File: config.mk
export PLATFORM = sky130hd
export DESIGN_NAME = irq_vector_latch
export DESIGN_NICKNAME = d
export VERILOG_FILES = /design/src/rtl/irq_vector_latch.sv
export SDC_FILE = /design/constraint.sdc
export NUM_CORES = 1
export LEC_CHECK = 0
export ABC_CLOCK_PERIOD_IN_PS = 1300
export BUFFER_PORTS_ARGS = -buffer_cell sky130_fd_sc_hd__buf_2
export CORE_UTILIZATION = 46
export DETAILED_ROUTE_END_ITERATION = 6
export PLACE_DENSITY = 0.75
export SYNTH_ARGS = -nofsm -noshare
export SYNTH_HDL_FRONTEND = slang
export SYNTH_SLANG_ARGS = --single-unit
File: constraint.sdc
create_clock -name clk -period 1.3 [get_ports clk]
set_input_delay 0.065 -clock clk [delete_from_list [all_inputs] [get_ports clk]]
set_output_delay 0.065 -clock clk [all_outputs]
set_load 0.1 [all_outputs]
File: src/rtl/irq_vector_latch.sv
// Interrupt vector latch behind an 8-to-3 active-low priority encoder: synchronises and
// debounces {GS_bar, Y_bar}, latches the winning level and runs a req/ack/eoi handshake.
module irq_vector_latch #(
    parameter int unsigned STABLE_CYCLES = 4,
    parameter logic [7:0]  VEC_BASE      = 8'h40
) (
    input  logic       clk,
    input  logic       rst_bar,
    input  logic       GS_bar,
    input  logic [2:0] Y_bar,
    input  logic       irq_ack,
    input  logic       eoi,
    output logic       irq_req,
    output logic [7:0] irq_vector,
    output logic       in_service,
    output logic       spurious
);

    // state  | meaning
    // IDLE   | waiting for a stable, valid encoder request
    // PEND   | vector presented, irq_req high, waiting for irq_ack
    // ACTIVE | level acknowledged and in service until eoi

    typedef enum logic [1:0] {
        IDLE   = 2'd0,
        PEND   = 2'd1,
        ACTIVE = 2'd2
    } state_t;

    localparam logic [3:0] CNT_MAX = 4'(STABLE_CYCLES);

    logic [3:0] sync_a;
    logic [3:0] s_q;
    logic [3:0] hold_val;
    logic [3:0] cnt;
    logic       stable;
    logic       valid;
    logic [2:0] level;

    state_t     state;
    state_t     state_nxt;
    logic [2:0] level_q;
    logic [2:0] level_nxt;
    logic       spur_q;
    logic       spur_nxt;

    always_ff @(posedge clk or negedge rst_bar) begin
        if (!rst_bar) begin
            sync_a <= 4'b1111;
            s_q    <= 4'b1111;
        end else begin
            sync_a <= {GS_bar, Y_bar};
            s_q    <= sync_a;
        end
    end

    // Any change restarts the run count; the value is only used once it has held CNT_MAX samples.
    always_ff @(posedge clk or negedge rst_bar) begin
        if (!rst_bar) begin
            hold_val <= 4'b1111;
            cnt      <= CNT_MAX;
        end else if (s_q != hold_val) begin
            hold_val <= s_q;
            cnt      <= 4'd1;
        end else if (cnt < CNT_MAX) begin
            cnt <= cnt + 4'd1;
        end
    end

    assign stable = (cnt == CNT_MAX);
    assign valid  = stable & ~hold_val[3];
    assign level  = ~hold_val[2:0];

    always_ff @(posedge clk or negedge rst_bar) begin
        if (!rst_bar) begin
            state   <= IDLE;
            level_q <= 3'd0;
            spur_q  <= 1'b0;
        end else begin
            state   <= state_nxt;
            level_q <= level_nxt;
            spur_q  <= spur_nxt;
        end
    end

    // irq_ack wins over withdrawal or a level update in the same cycle.
    always_comb begin
        state_nxt = state;
        level_nxt = level_q;
        spur_nxt  = 1'b0;
        case (state)
            IDLE: begin
                if (valid) begin
                    state_nxt = PEND;
                    level_nxt = level;
                end
            end
            PEND: begin
                if (irq_ack) begin
                    state_nxt = ACTIVE;
                end else if (stable && hold_val[3]) begin
                    state_nxt = IDLE;
                    spur_nxt  = 1'b1;
                end else if (valid && (level != level_q)) begin
                    level_nxt = level;
                end
            end
            ACTIVE: begin
                if (eoi) begin
                    state_nxt = IDLE;
                end
            end
            default: begin
                state_nxt = IDLE;
            end
        endcase
    end

    always_comb begin
        irq_req    = (state == PEND);
        in_service = (state == ACTIVE);
        spurious   = spur_q;
        irq_vector = VEC_BASE + {5'd0, level_q};
    end

endmodule

Yosys cells after proc, flatten, opt, wreduce, memory -nomap -nowiden

Cells that the tools add are included.

Reduce and logical (&&, ||, !) cells: 7
Magnitude comparators: 1
Multiplexer cells: 15
Add/subtract/negate cells: 2
Equal/unequal tests: 11
Bitwise gates (word level): 3

Operators by type and width:

| operator                                               | count |
|---|---|
| two-way mux 3 bit                                      | 4 |
| adder 7 x 3 -> 8 bit (first input constant)            | 1 |
| two-way mux 2 bit                                      | 4 |
| two-way mux 4 bit                                      | 2 |
| inequality test 2 bit (second input constant)          | 4 |
| one-hot mux 2 bit (3 select lines)                     | 1 |
| one-hot mux 3 bit (2 select lines)                     | 1 |
| AND reduction 5 bit                                    | 1 |
| adder 4 x 1 -> 4 bit (second input constant)           | 1 |
| == test 4 x 3 -> 1 bit (second input constant)         | 1 |
| < comparator 4 x 3 -> 1 bit (second input constant)    | 1 |
| inequality test 4 bit                                  | 1 |
| nonzero test 2 bit                                     | 2 |
| two-way mux 1 bit                                      | 3 |
| inequality test 3 x 2 -> 1 bit (second input constant) | 1 |
| inequality test 3 bit                                  | 1 |
| inverter 3 bit                                         | 1 |
| AND reduction 3 bit                                    | 1 |
| == test 2 x 1 -> 1 bit (second input constant)         | 1 |
| == test 2 bit (second input constant)                  | 1 |
| logical AND 1 bit                                      | 2 |
| zero test 2 bit                                        | 1 |
| inequality test 2 x 1 -> 1 bit (second input constant) | 1 |
| bitwise AND 1 bit                                      | 1 |
| inverter 1 bit                                         | 1 |

Register bits: 22
Input port bits: 8

Depth between registers and ports, before layout

Word-level depth: 7
Mapped depth: 6

Worst setup path after synthesis

OpenSTA, ideal clock, no wires.

Kind: reg-to-reg
From: reg state[0]
To: reg spur_q (netlist: spurious)
Library setup time: 105 ps
Slack: -882 ps
Required time: 1195 ps
Arrival: 2077 ps
Stages on the path, launching flop included: 3
Period minus slack after synthesis: 2182 ps
Path through: dfrtp_1 > nor2b_1 > nor4b_1

Longest elaborated chain between the ends: 2

RTL lines:

| element                  | RTL line | RTL |
|---|---|---|
| start: declaration       | 40       | `state_t state;` |
| start signal: assignment | 80       | `state <= state_nxt;` |
| == test 2 x 1 -> 1 bit   | -        |  |
| net irq_req              | 13       | `output logic irq_req,` |
| two-way mux 1 bit        | 91       | `case (state)` |
| net spur_nxt             | 45       | `logic spur_nxt;` |
| end signal: assignment   | 82       | `spur_q <= spur_nxt;` |
| end: declaration         | 44       | `logic spur_q;` |

The timed path passes the listed nets, and every way through them passes these cells.
A chain may end at the register's enable or synchronous reset.

Worst setup path in the final report

From: reg cnt[1]
To: reg level_q[1]

Longest elaborated chain between the ends: 5

RTL lines:

| element                                  | RTL line | RTL |
|---|---|---|
| start: declaration                       | 35       | `logic [3:0] cnt;` |
| start signal: assignment                 | 66       | `cnt <= cnt + 4'd1;` |
| == test 4 x 3 -> 1 bit *                 | 70       | `assign stable = (cnt == CNT_MAX);` |
| bitwise AND 1 bit                        | 71       | `assign valid = stable & ~hold_val[3];` |
| logical AND 1 bit                        | 104      | `end else if (valid && (level != level_q)) begin` |
| inequality test 2 x 1 -> 1 bit (no line) | -        |  |
| AND reduction 5 bit (no line) *          | -        |  |
| end signal: assignment                   | 81       | `level_q <= level_nxt;` |
| end: declaration                         | 42       | `logic [2:0] level_q;` |

Mark *: on every way between the ends. The rest lies on a longest branch, timed or not.

==> results.md <==
Setup path
- **data arrival at the endpoint of the critical path** 1.52 ns
- **Critical Path End Type** flip-flop
- **Data required, critical path** 1.50 ns
- **category of the most critical setup path** flip-flop to flip-flop
- **maximum net fanout on the critical path** 3
- **kind of start point of the critical path** flip-flop

Global routing
- **Overall Global Routing Usage** 15.7%
- **via count of the first global-routing pass** 541
- **first-pass GRT wire length** 2240 um
- **global route overflow** 0
- **maximum number of pins on one net before global-route repair** 23
- **number of antenna violations at the first check in global routing** 0

Route
- **average via count per standard cell** 4.53
- **DRC** 0
- **number of routed nets with antenna violations** 0
- **DR WL/cell** 11.6 um
- **vias** 539
- **total length of routed wires** 1390 um
- **initial drt markers** 4
- **number of iterations in the first detailed-routing pass** 3

Power
- **Leak** 0.605 nW
- **share of total power in combinational logic** 14.8%
- **proportion of power drawn by flip-flops and latches** 50.4%
- **switching portion of total power** 24.5%
- **total power consumption of the routed design** 0.00147 W
- **P per Cell Area** 1270 nW/um^2
- **maximum ir drop on the vdd rail** 918 uV
- **clock network fraction of design power** 34.8%
- **internal cell power** 0.00111 W
- **net switching power of the design** 0.000361 W

STA
- **shortest clock period the worst path allows after layout** 1.31 ns
- **achievable clock frequency** 0.761 GHz
- **Hold WS** 0.0360 ns
- **Fin Clk Skew** 0.00306 ns
- **total setup violations reported at the end of the flow** 3
- **final-report max-slew violation count** 0
- **post-layout worst setup margin** -0.0139 ns
- **Hold Vio Cnt, Final** 0
- **setup repair after global routing missed its margin** yes
- **period utilization** 101%
- **Setup TNS Final** -0.0377 ns

Finish
- **layout cells sized above 1** 46.8%
- **most common cell after layout, fill and taps aside** dfstp_2
- **final antenna diode count** 0
- **number of non-filler instances in the completed layout** 119
- **synthesis-to-finish area growth** 32.0%
- **post-layout net count** 105
- **commonest cells after routing, fill and taps aside** 13 x dfstp_2, 11 x buf_2, 9 x dfrtp_1, 8 x inv_1, 8 x buf_4

Die
- **chip width** 45.8 um
- **count of standard-cell rows** 15
- **Initial Util** 49.9%
- **total die area** 2090 sq um
- **Die Height** 45.8 um
- **area of the core** 1760 sq um
- **number of I/O pins** 19

Clock network
- **clock tree sinks** 22
- **Clock Root Buffer** clkbuf_4
- **Clock Latency Late Sink** 0.30 ns
- **# H-tree levels** 1
- **clock slew at reported path FFs** 0.12 ns
- **maximum buffer depth of the clock tree** 2
- **clock buffer count from CTS** 3
- **CTS tree** built

Synthesis
- **Synthesis Warnings** 0
- **number of synthesized register bits** 22
- **proportion of synthesized chip area in sequential cells** 64.3%
- **mean instance size in the synthesized netlist** 12.6 sq um
- **instance count of the mapped netlist** 70
- **post-synthesis instance area** 881 sq um
- **Distinct cells, synth** 22

Placement
- **count of input and output buffers** 13
- **HPWL Detailed** 941 um
- **Inst Count DP** 107
- **Post-Place Setup Slack** -0.0567 ns
- **GPL Wtd Cong** 0.721

Hold path
- **Hold WC Path Type** input pin to flip-flop

Flow run
- **Max-Cap Viols** 0

Status
- **failing checks** setup timing
- **outcome** complete, but fails checks

path summary, 6_finish.rpt:
kind	from	endpoint	slack [ns]	cells after the start
max in group asynchronous	rst_bar	hold_val[3]	0.73	2
max	cnt[1]	level_q[1]	-0.01	5
max reg2reg	cnt[1]	level_q[1]	-0.01	5
min in group asynchronous	rst_bar	cnt[3]	0.23	2
min	eoi	state[1]	0.04	3
min reg2reg	sync_a[0]	s_q[0]	0.36	0
through the flow:
| stage | cell area (sq um) | util (%) |
|---|---|---|
| 2_1_floorplan | 910 | - |
| 3_3_place_gp | 1020 | 58.0 |
| 3_5_place_dp | 1020 | 58.0 |
| 4_1_cts | 1150 | 65.1 |
| 5_1_grt | 1160 | 65.9 |
| 6_report | 1160 | 65.9 |
repair_timing:
item / 4_1_cts / 5_1_grt
setup buffers: 1 / 1
endpoints found under the hold margin: 14 / 0
resized for setup: 1 / 1
hold buffers: 6 / 0
pin swaps: 0 / 0
setup endpoints to repair: 3 / 4
per-layer routing:
metal / global-route usage (%) / vias up / share of wire [%]
met5: 0 / - / 0
met4: 10.0 / 0 / 3.3
met3: 3.57 / 8 / 3.6
met2: 26.9 / 18 / 53
met1: 17.5 / 261 / 40
li1: - / 252 / -
Yosys cell counts:
master    count  area, sq um
inv_1         8         30.0
a21o_1        1         7.51
o21ai_0       1         5.00
a22o_1        1         8.76
nand2b_1      1         6.26
clkbuf_1      4         15.0
nand4_1       1         6.26
a21oi_1       2         10.0
or3_1         1         6.26
nor2_1        4         15.0
nor4b_1       1         8.76
buf_2         1         5.00
buf_4         5         37.5
nor2b_1       2         12.5
ha_1          2         25.0
dfstp_2      13          342
mux2i_1       4         40.0
nand2_1       1         3.75
xnor2_1       5         43.8
nand3b_4      1         20.0
conb_1        2         7.51
dfrtp_1       9          225
final cells by class:
cell class	instances	area, sq um
clock buffer	3	22.5
clock inverter	1	30.0
fill	149	602
inverter	8	30.0
multi-input combinational	33	267
sequential	22	567
tap	25	31.3
timing repair buffer	27	215
worst max-delay path, cell delays in order, from the launching register on:
cell,delay [ns]
dfrtp_1,0.41
inv_1,0.07
ha_2,0.18
nand3b_4,0.07
or3_4,0.36
mux2i_1,0.13
cells by family after synthesis:
logic type | share of synthesized area (%)
flops | 64.3
mux | 4.55
simple gates | 8.95
other cells | 0.853
xor+xnor | 4.97
fa+ha+maj | 2.84
compound gates | 3.55
buf+inv | 9.94
flip-flops by register name, summed over array words and instances (netlist names):
signal    flops
state         2
hold_val      4
level_q       3
sync_a        4
cnt           4
s_q           4
spurious      1
power groups by stage:
stage,Clock [W],Combinational [W],Sequential [W]
after floorplan,0,0.000146,0.000758
after global placement,0,0.000196,0.000753
after detailed placement,0,0.000197,0.000755
after CTS,0.000520,0.000215,0.000743
after global routing,0.000545,0.000231,0.000746
final,0.000512,0.000218,0.000743
No activity file was read; power rests on OpenSTA's default activity.
